--- src/rtl/wb_port_arbiter.sv ---
// wb_port_arbiter: shares the register-file write port between the in-order
// write-back stage (priority) and the multiply/divide unit. MDU results wait in
// a small FIFO; a starvation guard forces a one-cycle pipeline stall so the
// FIFO head can drain.
module wb_port_arbiter #(
  parameter int DATA_W       = 32,
  parameter int ADDR_W       = 5,
  parameter int DEPTH        = 2,
  parameter int STARVE_LIMIT = 4
) (
  input  logic                       clk,
  input  logic                       rst_n,
  input  logic                       pipe_we,
  input  logic [ADDR_W-1:0]          pipe_wreg,
  input  logic [DATA_W-1:0]          pipe_wdata,
  input  logic                       mdu_valid,
  output logic                       mdu_ready,
  input  logic [ADDR_W-1:0]          mdu_wreg,
  input  logic [DATA_W-1:0]          mdu_wdata,
  output logic                       rf_we,
  output logic [ADDR_W-1:0]          rf_waddr,
  output logic [DATA_W-1:0]          rf_wdata,
  output logic                       pipe_stall,
  output logic [$clog2(DEPTH):0]     buf_count
);

  localparam int PTR_W = $clog2(DEPTH);
  localparam int CNT_W = PTR_W + 1;
  localparam int ST_W  = $clog2(STARVE_LIMIT + 1);

  typedef enum logic [1:0] {GNT_NONE, GNT_PIPE, GNT_FIFO, GNT_BYP} grant_e;

  // FIFO storage kept in flops: squash needs every entry's wreg in parallel
  logic [ADDR_W-1:0] wreg_q  [DEPTH];
  logic [DATA_W-1:0] wdata_q [DEPTH];
  logic [DEPTH-1:0]  vld_q, vld_d;
  logic [PTR_W-1:0]  rd_ptr_q, wr_ptr_q;
  logic [CNT_W-1:0]  count_q, count_d;
  logic [ST_W-1:0]   starve_q, starve_d;
  logic              stall_q, stall_d;

  logic              rf_we_q, rf_we_d;
  logic [ADDR_W-1:0] rf_waddr_q, rf_waddr_d;
  logic [DATA_W-1:0] rf_wdata_q, rf_wdata_d;

  logic [DEPTH-1:0]  occ;
  logic [DEPTH-1:0]  sq_hit;
  logic              head_present, head_valid, any_valid;
  logic              hs, push, pop;
  grant_e            grant;

  // Per-slot occupancy (slot lies within count entries of the read pointer)
  // and match against the pipeline destination for squashing.
  generate
    for (genvar gi = 0; gi < DEPTH; gi++) begin : g_slot
      logic [PTR_W-1:0] off;
      assign off        = PTR_W'(gi) - rd_ptr_q;
      assign occ[gi]    = ({1'b0, off} < count_q);
      assign sq_hit[gi] = occ[gi] && (wreg_q[gi] == pipe_wreg);
    end
  endgenerate

  assign head_present = (count_q != '0);
  assign head_valid   = head_present && vld_q[rd_ptr_q];
  assign any_valid    = |(vld_q & occ);
  assign mdu_ready    = (count_q < CNT_W'(DEPTH));
  assign hs           = mdu_valid && mdu_ready;

  // Grant selection, first matching rule wins; a forced stall ignores the pipeline.
  always_comb begin
    grant = GNT_NONE;
    if (stall_q) begin
      if (head_valid) grant = GNT_FIFO;
    end else if (pipe_we && (pipe_wreg != '0)) begin
      grant = GNT_PIPE;
    end else if (head_valid) begin
      grant = GNT_FIFO;
    end else if (!head_present && hs && (mdu_wreg != '0)) begin
      grant = GNT_BYP;
    end
  end

  // FIFO bookkeeping: squashed heads are dropped regardless of the grant,
  // r0 results are accepted but never stored.
  always_comb begin
    pop     = (grant == GNT_FIFO) || (head_present && !vld_q[rd_ptr_q]);
    push    = hs && (grant != GNT_BYP) && (mdu_wreg != '0);
    count_d = count_q + CNT_W'(push) - CNT_W'(pop);
    vld_d   = vld_q;
    if (grant == GNT_PIPE) vld_d = vld_d & ~sq_hit;
    if (push) vld_d[wr_ptr_q] = 1'b1;
    if ((grant == GNT_FIFO) || !any_valid) starve_d = '0;
    else if (head_valid)                   starve_d = starve_q + ST_W'(1);
    else                                   starve_d = starve_q;
    stall_d = (starve_d == ST_W'(STARVE_LIMIT));
  end

  // Write-port data for the granted source; address/data hold when idle.
  always_comb begin
    rf_we_d    = 1'b0;
    rf_waddr_d = rf_waddr_q;
    rf_wdata_d = rf_wdata_q;
    unique case (grant)
      GNT_PIPE: begin rf_we_d = 1'b1; rf_waddr_d = pipe_wreg;        rf_wdata_d = pipe_wdata;        end
      GNT_FIFO: begin rf_we_d = 1'b1; rf_waddr_d = wreg_q[rd_ptr_q]; rf_wdata_d = wdata_q[rd_ptr_q]; end
      GNT_BYP:  begin rf_we_d = 1'b1; rf_waddr_d = mdu_wreg;         rf_wdata_d = mdu_wdata;         end
      default:  ;
    endcase
  end

  // Control state and registered write port.
  always_ff @(posedge clk or negedge rst_n) begin
    if (!rst_n) begin
      vld_q      <= '0;
      rd_ptr_q   <= '0;
      wr_ptr_q   <= '0;
      count_q    <= '0;
      starve_q   <= '0;
      stall_q    <= 1'b0;
      rf_we_q    <= 1'b0;
      rf_waddr_q <= '0;
      rf_wdata_q <= '0;
    end else begin
      vld_q      <= vld_d;
      rd_ptr_q   <= pop  ? rd_ptr_q + PTR_W'(1) : rd_ptr_q;
      wr_ptr_q   <= push ? wr_ptr_q + PTR_W'(1) : wr_ptr_q;
      count_q    <= count_d;
      starve_q   <= starve_d;
      stall_q    <= stall_d;
      rf_we_q    <= rf_we_d;
      rf_waddr_q <= rf_waddr_d;
      rf_wdata_q <= rf_wdata_d;
    end
  end

  // Payload storage; validity lives in vld_q so no reset is needed here.
  always_ff @(posedge clk) begin
    if (push) begin
      wreg_q[wr_ptr_q]  <= mdu_wreg;
      wdata_q[wr_ptr_q] <= mdu_wdata;
    end
  end

  assign rf_we      = rf_we_q;
  assign rf_waddr   = rf_waddr_q;
  assign rf_wdata   = rf_wdata_q;
  assign pipe_stall = stall_q;
  assign buf_count  = count_q;

endmodule

--- config.mk ---
export PLATFORM = sky130hd
export DESIGN_NAME = wb_port_arbiter
export DESIGN_NICKNAME = d
export VERILOG_FILES = /design/src/rtl/wb_port_arbiter.sv
export SDC_FILE = /design/constraint.sdc
export NUM_CORES = 1
export LEC_CHECK = 0
export BUFFER_PORTS_ARGS = -buffer_cell sky130_fd_sc_hd__buf_2
export CORE_UTILIZATION = 49
export CTS_BUF_LIST = sky130_fd_sc_hd__clkbuf_4 sky130_fd_sc_hd__clkbuf_8
export DETAILED_ROUTE_END_ITERATION = 10
export GPL_TIMING_DRIVEN = 0
export PLACE_DENSITY = 0.77
export SLEW_MARGIN = 10
export SYNTH_ARGS = -nofsm -noshare
export SYNTH_HDL_FRONTEND = slang
export SYNTH_SLANG_ARGS = --single-unit
--- constraint.sdc ---
create_clock -name clk -period 9 [get_ports clk]
set_clock_uncertainty 0.2 [all_clocks]
set_input_delay 0.45 -clock clk [delete_from_list [all_inputs] [get_ports clk]]
set_output_delay 0.45 -clock clk [all_outputs]
set_load 0.05 [all_outputs]
==> flow_metrics.py, run 1 <==
metrics = {
    "layout": {
        "multi_input_area_um2": 1920,
        "drive_gt1_share_pct": 30.7,
        "syn_to_final_growth_pct": 22.2,
        "seqCellArea_um2": 3420,
        "layout_commonest_cell": "buf_2",
        "mostFrequentLayoutCells": "124 x buf_2, 74 x edfxtp_1, 48 x dfrtp_1",
        "layout.nets": 657,
        "n_fill_cell": 870,
        "antennaDiodeCount": 0,
    },
    "yosys": {
        "synth-compound-area-share_pct": 15.7,
        "yosys_warnings": 0,
        "synth_adder_area_share_pct": 0.682,
        "yosysSeqAreaShare_pct": 62.2,
        "syn_inst": 435,
        "synth_top_family_by_area": "compound AO/OA/AOI/OAI gates",
        "synth_flop_cell": "edfxtp_1",
        "synth_area_um2": 5500,
        "synthArstFlopShare_pct": 39.3,
        "synthTopCellsByArea": "edfxtp_1 40%, dfrtp_1 22%, mux2i_1 6.7%",
        "netlist.area_leader.share_pct": 40.4,
        "synth_edf_count": 74,
        "synth-seq-cells": 122,
        "synth_simple_gate_area_share_pct": 9.16,
        "synth.distinct_cells": 39,
        "synth_area_leader_cell": "edfxtp_1",
        "syn-num-nets": 516,
        "synth-xor-area-share_pct": 2.07,
        "synth_area_per_cell_um2": 12.7,
        "synthMuxAreaShare_pct": 6.93,
    },
    "clocking": {
        "clk_pin_slew_ns": 0.07,
        "numCtsBuffers": 17,
        "cts_tree": "yes",
        "htreeDepth": 4,
        "max-clock-path-buffers": 2,
        "cts_root_buf": "clkbuf_8",
        "clock-sinks": 122,
        "postCtsSetupBuffers": 0,
        "clk-insertion-delay-late_ns": 0.42,
    },
    "timing": {
        "tightest_slew_ns": 0.821,
        "fin_crit_sh_pct": 28.0,
        "fmax_mhz": 396,
        "drv_slew": 0,
        "hold_violations": 0,
        "rsz0062_at_grt": "no",
        "relSlewSlack_pct": 45.3,
        "tns_ns": 0,
        "period_needed_ns": 2.52,
        "setup_violations": 0,
        "hold_ws_ns": 0.0289,
    },
    "die": {
        "row_count": 38,
        "die_w_um": 108,
        "fp.dieH_um": 108,
        "ioPinCount": 120,
        "start_util_pct": 50.5,
        "dieArea_um2": 11700,
        "core_um2": 10900,
    },
    "global_routing": {
        "grt_max_degree": 49,
        "antenna_found_initial": 0,
        "grt_usage_pct": 24.4,
        "grt_pass1_wl_um": 21100,
        "first_global_vias": 4193,
        "grt_overflow": 0,
    },
    "drt": {
        "first_iter_violations": 267,
        "drcViolationCount": 0,
        "via_per_inst": 5.64,
        "routed_wirelength_um": 13000,
        "ant_nets": 0,
        "firstDrtPassIters": 5,
        "num_vias": 4109,
        "routedWlPerCell_um": 17.9,
    },
    "hold_path": {
        "worstHoldPathType": "in2reg",
    },
    "critical_path": {
        "critPathLaunchType": "register",
        "cp_data_arrival_time_ns": 2.45,
        "critPathKind": "reg2reg",
        "worst-path-max-fanout": 19,
        "endpoint_kind": "register",
        "worstPathRequired_ns": 8.92,
    },
    "place": {
        "gp_congestion": 0.786,
        "io_buffer_count": 119,
        "dp_hpwl_um": 9130,
    },
    "outcome": {
        "status": "finished, final reports clean",
    },
    "power": {
        "peakVddDrop_v": 0.000225,
        "p_per_area_nw_per_um2": 351,
        "p_leak_nw": 2.69,
    },
    "flow_run": {
        "cap_violations": 0,
    },
}
[final cells by class]
cell class,count,share of cell area (%)
Clock inverter,8,1.04
Sequential cell,122,50.9
Clock buffer,24,4.45
Inverter,5,0.279
Multi-Input combinational cell,274,28.5
Buffer,34,2.34
Timing Repair Buffer,122,9.86
Tap cell,140,2.60
[registers in the layout, summed over array words and instances, names as in the netlist, 2 cells and up]
name / cells
wreg_q: 10
vld_q: 2
buf_count: 2
starve_q: 3
rf_waddr: 5
rf_wdata: 32
wdata_q: 64
[where the power goes]
group | switching [mW] | internal (mW) | leakage, nW
sequential | 0.0804 | 0.764 | 1.23
combinational | 0.749 | 0.315 | 1.27
clock | 0.203 | 0.246 | 0.198
[timing repair]
action | 4_1_cts | 5_1_grt
hold buffers | 0 | 1
gates resized for setup | 0 | 0
endpoints found under the hold margin | 0 | 48
[through the flow]
step / worst slack, ns / utilization, % / instance area [um2] / cells / power [mW]
4_1_cts: 6.45 / 61.7 / 6710 / 728 / 2.38
3_3_place_gp: 4.29 / 57.6 / 6270 / 694 / 1.88
6_report: 6.48 / 61.8 / 6730 / 729 / 2.36
3_5_place_dp: 6.04 / 58.3 / 6340 / 696 / 1.92
2_1_floorplan: 5.45 / - / 5500 / 435 / 1.63
5_1_grt: 6.33 / 61.8 / 6730 / 729 / 2.48
[cell families (layout without fill, tap and decap cells)]
logic type,after synthesis,after routing
compound gates,118,118
fa+ha+maj,3,3
simple gates,102,102
xor+xnor,13,13
mux,38,38
flops,122,122
buf+inv,39,193
[layer usage]
metal	share of wire (%)	wire, um	up-vias	GRT usage, %
li1	-	-	1932	-
met1	43	5610	2009	30.7
met2	50	6530	159	41.0
met3	6.0	788	9	5.91
met4	0.83	108	0	8.51
met5	0	0	-	0
[worst max-delay path, stage by stage, from the launching register on]
cell and delay, ns:
dfrtp_1 0.38, clkbuf_1 0.20, or3_1 0.40, clkbuf_1 0.22
nor2_4 0.58, buf_16 0.24
[worst paths after layout]
check | slack, ns | depth (start not counted) | startpoint | end
min in group asynchronous | 0.43 | 2 | rst_n | rf_wdata[29]
max in group asynchronous | 7.72 | 2 | rst_n | rf_waddr[2]
max | 6.48 | 5 | buf_count[1] | wreg_q[1][4]
min | 0.03 | 1 | mdu_wdata[3] | wdata_q[1][3]
max reg2reg | 6.48 | 5 | buf_count[1] | wreg_q[1][4]
min reg2reg | 0.30 | 1 | rf_wdata[29] | rf_wdata[29]
[synthesized netlist by cell type, types with 4 or more instances]
cell / instances
a21oi_1: 9
a22o_1: 21
buf_2: 6
buf_4: 4
clkbuf_1: 21
dfrtp_1: 48
edfxtp_1: 74
inv_1: 5
mux2i_1: 37
nand3_1: 34
nor2_1: 26
nor3_1: 24
o21ai_0: 32
o21ai_1: 13
o21bai_1: 21
o221ai_1: 6
o221ai_2: 10
xnor2_1: 7
xor2_1: 6
Note: power is estimated with default switching activity, not from simulation.
==> run 2, diff against run 1 <==
--- a/config.mk
+++ b/config.mk
@@ -5,6 +5,7 @@
 export SDC_FILE = /design/constraint.sdc
 export NUM_CORES = 1
 export LEC_CHECK = 0
+export ABC_AREA = 1
 export BUFFER_PORTS_ARGS = -buffer_cell sky130_fd_sc_hd__buf_2
 export CORE_UTILIZATION = 49
 export CTS_BUF_LIST = sky130_fd_sc_hd__clkbuf_4 sky130_fd_sc_hd__clkbuf_8
==> constraint.sdc (replaced) <==
create_clock -name clk -period 2.55 [get_ports clk]
set_clock_uncertainty 0.2 [all_clocks]
set_input_delay 0.1275 -clock clk [delete_from_list [all_inputs] [get_ports clk]]
set_output_delay 0.1275 -clock clk [all_outputs]
set_load 0.05 [all_outputs]
==> run 2 against run 1 <==
  * Global-route usage rose by 4.6 points
  * Critical path depth rose by 5
  * Largest cell class unchanged
  * Core utilization rose by 6.7 points
==> flow_metrics.py, run 2 <==
metrics = {
    "critical_path": {
        "regToRegStartpoint": "pipe_stall",
        "critPathKind": "reg2reg",
        "worstSetupStartpoint": "pipe_stall",
        "cp_data_arrival_time_ns": 2.61,
        "endpoint_kind": "register",
        "worst-path-max-fanout": 10,
        "max_stage_delay_ns": 0.39,
        "crit_slowest_cell": "dfrtp_1",
        "cp_common_cell": "ha_1",
        "worstPathRequired_ns": 2.71,
        "critPathLaunchType": "register",
        "crit_chain": "nor2_1 > nand2_2 > buf_4 > a21oi_2 > inv_2 > ha_1 > inv_1 > ha_1 > xnor2_1 > xor2_1",
    },
    "yosys": {
        "syn_inst": 610,
        "synthTopCellsByArea": "edfxtp_1 38%, dfrtp_1 21%, nand2_1 10%",
        "yosys_warnings": 0,
        "synth.distinct_cells": 25,
        "synth_edf_count": 74,
        "synthArstFlopShare_pct": 39.3,
        "yosysMostFrequentCell": "nand2_1",
        "synth_area_per_cell_um2": 9.50,
        "synth_area_um2": 5790,
        "synth_area_leader_cell": "edfxtp_1",
        "synth_flop_cell": "edfxtp_1",
        "yosys-top-cells-count": "154 x nand2_1, 99 x nand3_1, 74 x edfxtp_1",
        "synth-seq-cells": 122,
        "netlist.area_leader.share_pct": 38.4,
        "yosysSeqAreaShare_pct": 59.1,
        "syn-num-nets": 691,
    },
    "clocking": {
        "max-clock-path-buffers": 2,
        "numCtsBuffers": 17,
        "htreeDepth": 4,
        "clock-sinks": 122,
        "cts_root_buf": "clkbuf_8",
        "clk_pin_slew_ns": 0.08,
        "cts_tree": "yes",
        "clk-insertion-delay-late_ns": 0.45,
    },
    "drt": {
        "drcViolationCount": 0,
        "first_iter_violations": 424,
        "via_per_inst": 5.43,
        "routedWlPerCell_um": 17.2,
        "num_vias": 5368,
        "firstDrtPassIters": 5,
        "ant_nets": 0,
        "routed_wirelength_um": 17000,
    },
    "place": {
        "place_area_um2": 6580,
        "dp_hpwl_um": 10300,
        "io_buffer_count": 119,
        "gp_congestion": 0.906,
        "placed_cells_incl_taps": 872,
    },
    "layout": {
        "largest_reg_flops": 64,
        "stdcell_area_um2": 7850,
        "mostFrequentLayoutCells": "154 x nand2_1, 134 x buf_2, 99 x nand3_1",
        "regMostFlops": "wdata_q",
        "syn_to_final_growth_pct": 35.6,
        "drive_gt1_share_pct": 26.2,
        "n_fill_cell": 853,
        "layout.nets": 913,
        "antennaDiodeCount": 0,
        "seqCellArea_um2": 3420,
        "multi_input_area_um2": 1940,
        "fin_cells": 988,
        "layout_commonest_cell": "nand2_1",
    },
    "global_routing": {
        "antenna_found_initial": 0,
        "grt_max_degree": 49,
        "grt_pass1_wl_um": 27100,
        "grt_usage_pct": 28.9,
        "first_global_vias": 5527,
        "grt_overflow": 0,
    },
    "timing": {
        "period_needed_ns": 2.44,
        "hold_violations": 0,
        "drv_slew": 0,
        "fin_crit_sh_pct": 95.8,
        "fmax_mhz": 409,
        "relSlewSlack_pct": 54.6,
        "tightest_slew_ns": 0.681,
        "setup_violations": 0,
        "hold_ws_ns": 0.0642,
        "rsz0062_at_grt": "no",
    },
    "die": {
        "start_util_pct": 50.5,
        "die_w_um": 111,
        "row_count": 39,
        "fp.dieH_um": 111,
        "core_um2": 11500,
        "dieArea_um2": 12300,
        "ioPinCount": 120,
    },
    "flow_run": {
        "cap_violations": 0,
    },
    "power": {
        "p_leak_nw": 3.59,
        "peakVddDrop_v": 0.000748,
        "p_per_area_nw_per_um2": 1210,
    },
    "outcome": {
        "status": "finished, final reports clean",
    },
    "hold_path": {
        "worstHoldPathType": "in2async",
    },
}
-- run 2: power by group --
group | leakage, nW | total (mW) | switching [mW] | internal, mW
registers | 1.24 | 3.05 | 0.319 | 2.73
clock network | 0.214 | 1.82 | 0.754 | 1.07
logic | 2.14 | 4.66 | 3.34 | 1.31
-- run 2: path summary, 6_finish.rpt --
check | to | slack (ns) | cells past startpoint
setup reg to reg | buf_count[1] | 0.11 | 10
hold reg to reg | rf_wdata[29] | 0.30 | 2
setup / recovery | buf_count[1] | 0.11 | 10
max in group asynchronous | buf_count[1] | 1.61 | 2
hold / removal | rf_wdata[31] | 0.06 | 2
min in group clk | starve_q[0] | 0.21 | 7
-- run 2: per-stage QoR --
stage          setup slack, ns  total power [mW]  TNS (ns)  utilization (%)
6_report                 0.107              9.53         0             68.5
5_1_grt                 0.0311              10.1         0             68.5
4_1_cts                 0.0104              9.44         0             68.2
3_5_place_dp            -0.269              7.48    -16.93             57.4
3_3_place_gp            -0.216              7.34    -14.89             57.4
2_1_floorplan           0.0477              6.24         0                -
-- run 2: area by class of cell --
type / instances / share of cell area, %
flip-flops and latches: 122 / 43.6
multi-input cells: 389 / 24.8
repair buffers: 201 / 18.2
clock buffers: 24 / 3.81
inverters: 63 / 3.14
plain buffers: 36 / 2.50
well taps: 143 / 2.28
clock inverters: 8 / 1.53
repair inverters: 2 / 0.191
-- run 2: routing by layer --
metal / wire length [um] / track usage, % / vias to the layer above / part of all wire [%]
met1: 6590 / 35.2 / 2517 / 39
met2: 8330 / 48.4 / 297 / 49
met3: 1580 / 7.60 / 57 / 9.3
li1: - / - / 2497 / -
met4: 516 / 13.0 / 0 / 3.0
met5: 0 / 0 / - / 0
-- run 2: cells by family after synthesis --
kind of cell,count (synthesis),share of synthesized area (%)
buf+inv,99,7.47
flops,122,59.1
simple gates,345,28.3
xor+xnor,13,1.97
compound gates,28,2.57
fa+ha+maj,3,0.648
-- run 2: worst max-delay path: cells and delay by family, from the launching register on --
| kind | cells | cell delay, ns |
|---|---|---|
| buffers and inverters | 3 | 0.35 |
| flip-flops | 1 | 0.39 |
| XOR/XNOR | 2 | 0.33 |
| AO/OA/AOI/OAI | 1 | 0.22 |
| AND/OR/NAND/NOR | 2 | 0.42 |
| adder cells (fa/ha/maj) | 2 | 0.45 |
-- run 2: repair_timing --
action / CTS / global route
hold endpoints to repair: 162 / 0
hold buffers: 76 / 0
endpoints found under the setup margin: 74 / 19
gates resized for setup: 2 / 1
setup buffers: 5 / 1
gates cloned: 2 / 0
==> run 3, diff against run 2 <==
--- a/config.mk
+++ b/config.mk
@@ -11,7 +11,7 @@
 export CTS_BUF_LIST = sky130_fd_sc_hd__clkbuf_4 sky130_fd_sc_hd__clkbuf_8
 export DETAILED_ROUTE_END_ITERATION = 10
 export GPL_TIMING_DRIVEN = 0
-export PLACE_DENSITY = 0.77
+export PLACE_DENSITY = 0.73
 export SLEW_MARGIN = 10
 export SYNTH_ARGS = -nofsm -noshare
 export SYNTH_HDL_FRONTEND = slang
==> constraint.sdc (replaced) <==
create_clock -name clk -period 3.1 [get_ports clk]
set_clock_uncertainty 0.2 [all_clocks]
set_input_delay 0.155 -clock clk [delete_from_list [all_inputs] [get_ports clk]]
set_output_delay 0.155 -clock clk [all_outputs]
set_load 0.05 [all_outputs]
==> run 3 against run 2 <==
  * First-iteration DRC count decreased by 17%
  * Count of clock-buffer cells in the layout decreased by 7
  * Maximum frequency decreased by 0.53%
  * Final area decreased by 0.46%
  * Sequential share of layout area increased by 0.19 points
  * Worst hold slack got worse by 0.026 ns
  * Die area unchanged
  * Sequential power decreased by 18%
  * Largest power group unchanged
  * Worst setup slack improved by 0.54 ns
  * Flip-flop and latch count unchanged
  * Combinational power decreased by 20%
  * Largest cell class unchanged
  * Register-to-register slack improved by 0.54 ns
==> flow_metrics.py, run 3 (same netlist as run 2, synthesis figures left out) <==
metrics = {
    "hold_path": {
        "worstHoldPathType": "in2reg",
        "hold_depth": 8,
        "min_from": "mdu_valid",
    },
    "critical_path": {
        "worst-path-max-fanout": 27,
        "rr_worst_depth": 7,
        "critPathLaunchType": "register",
        "worstSetupStartpoint": "pipe_stall",
        "worstPathRequired_ns": 3.04,
        "regToRegStartpoint": "pipe_stall",
        "cp_data_arrival_time_ns": 2.40,
        "critPathKind": "reg2reg",
        "endpoint_kind": "register",
    },
    "layout": {
        "layout_commonest_cell": "nand2_1",
        "antennaDiodeCount": 0,
        "fin_cells": 981,
        "syn_to_final_growth_pct": 34.9,
        "regMostFlops": "wdata_q",
        "mostFrequentLayoutCells": "154 x nand2_1, 134 x buf_2, 99 x nand3_1",
        "drive_gt1_share_pct": 25.5,
        "layout.nets": 906,
        "n_fill_cell": 893,
        "largest_reg_flops": 64,
        "final_util_pct": 68.2,
    },
    "die": {
        "ioPinCount": 120,
        "start_util_pct": 50.5,
        "dieArea_um2": 12300,
        "fp.dieH_um": 111,
        "core_um2": 11500,
        "row_count": 39,
        "die_w_um": 111,
    },
    "global_routing": {
        "grt_overflow": 0,
        "grt.busiest_layer": "met2",
        "first_global_vias": 5179,
        "antenna_found_initial": 0,
        "grt_usage_pct": 27.3,
        "use_met3_pct": 5.58,
        "grt_max_degree": 49,
        "grt_pass1_wl_um": 25900,
        "met2_usage_pct": 47.4,
        "use_met1_pct": 34.1,
    },
    "timing": {
        "period_needed_ns": 2.46,
        "hold_ws_ns": 0.0384,
        "fin_crit_sh_pct": 79.2,
        "drv_slew": 0,
        "worst_slack_ns": 0.644,
        "hold_violations": 0,
        "tightest_slew_ns": 0.663,
        "relSlewSlack_pct": 55.8,
        "fmax_mhz": 407,
        "setup_violations": 0,
        "rsz0062_at_grt": "no",
        "tns_ns": 0,
    },
    "flow_run": {
        "cap_violations": 0,
    },
    "place": {
        "gp_congestion": 0.828,
        "placed_cells_incl_taps": 874,
        "dpl_worst_slack_ns": 0.716,
        "dp_hpwl_um": 10200,
        "io_buffer_count": 119,
    },
    "clocking": {
        "numCtsBuffers": 17,
        "cts_root_buf": "clkbuf_8",
        "max-clock-path-buffers": 2,
        "cts_resized": 0,
        "clk-insertion-delay-late_ns": 0.45,
        "htreeDepth": 4,
        "clock-sinks": 122,
        "cts_hold_buf": 75,
        "cts_tree": "yes",
        "postCtsSetupBuffers": 0,
        "clk_pin_slew_ns": 0.07,
    },
    "drt": {
        "routedWlPerCell_um": 16.3,
        "first_iter_violations": 352,
        "ant_nets": 0,
        "num_vias": 5158,
        "drcViolationCount": 0,
        "routed_wirelength_um": 16000,
        "via_per_inst": 5.26,
        "firstDrtPassIters": 5,
    },
    "power": {
        "p_per_area_nw_per_um2": 1010,
        "peakVddDrop_v": 0.000617,
        "p_leak_nw": 3.58,
    },
    "outcome": {
        "status": "finished, final reports clean",
    },
}
==> run 3: layout make-up <==
cell class	count	area, um2	share of cell area [%]
Clock buffer	17	234	2.99
Buffer	36	196	2.51
Clock inverter	15	223	2.85
Multi-Input combinational cell	389	1940	24.8
Inverter	63	236	3.02
Sequential cell	122	3420	43.8
Tap cell	143	179	2.29
Timing Repair Buffer	196	1390	17.8
==> run 3: where the power goes <==
part	switching [mW]	internal (mW)
Clock	0.672	0.957
Sequential	0.255	2.25
Combinational	2.70	1.05
==> run 3: final timing paths <==
| kind | to | slack, ns |
|---|---|---|
| max in group asynchronous | rf_wdata[9] | 2.17 |
| setup reg to reg | wdata_q[1][6] | 0.64 |
| setup / recovery | wdata_q[1][6] | 0.64 |
| hold / removal | wr_ptr_q | 0.04 |
| min in group asynchronous | rf_waddr[0] | 0.09 |
| hold reg to reg | rf_wdata[30] | 0.31 |
==> run 3: routing by layer <==
layer	part of all wire [%]	wire length [um]
met1	42	6710
met2	51	8160
met3	5.9	944
met4	1.1	173
met5	0	0
==> run 3: worst max-delay path, cell delays in order, from the launching register on <==
cell and delay, ns:
dfrtp_1 0.40, nor2_1 0.22, nand2_2 0.21, buf_4 0.24
a21oi_2 0.22, nand2_1 0.14, inv_2 0.25, buf_12 0.25
==> run 3: per-stage QoR <==
step                      total power [mW]  cell area [um2]
after CTS                             7.88             7820
final                                 7.88             7820
after detailed placement              6.16             6610
after floorplan                       5.13             5790
after global placement                6.05             6570
after global routing                  8.32             7820
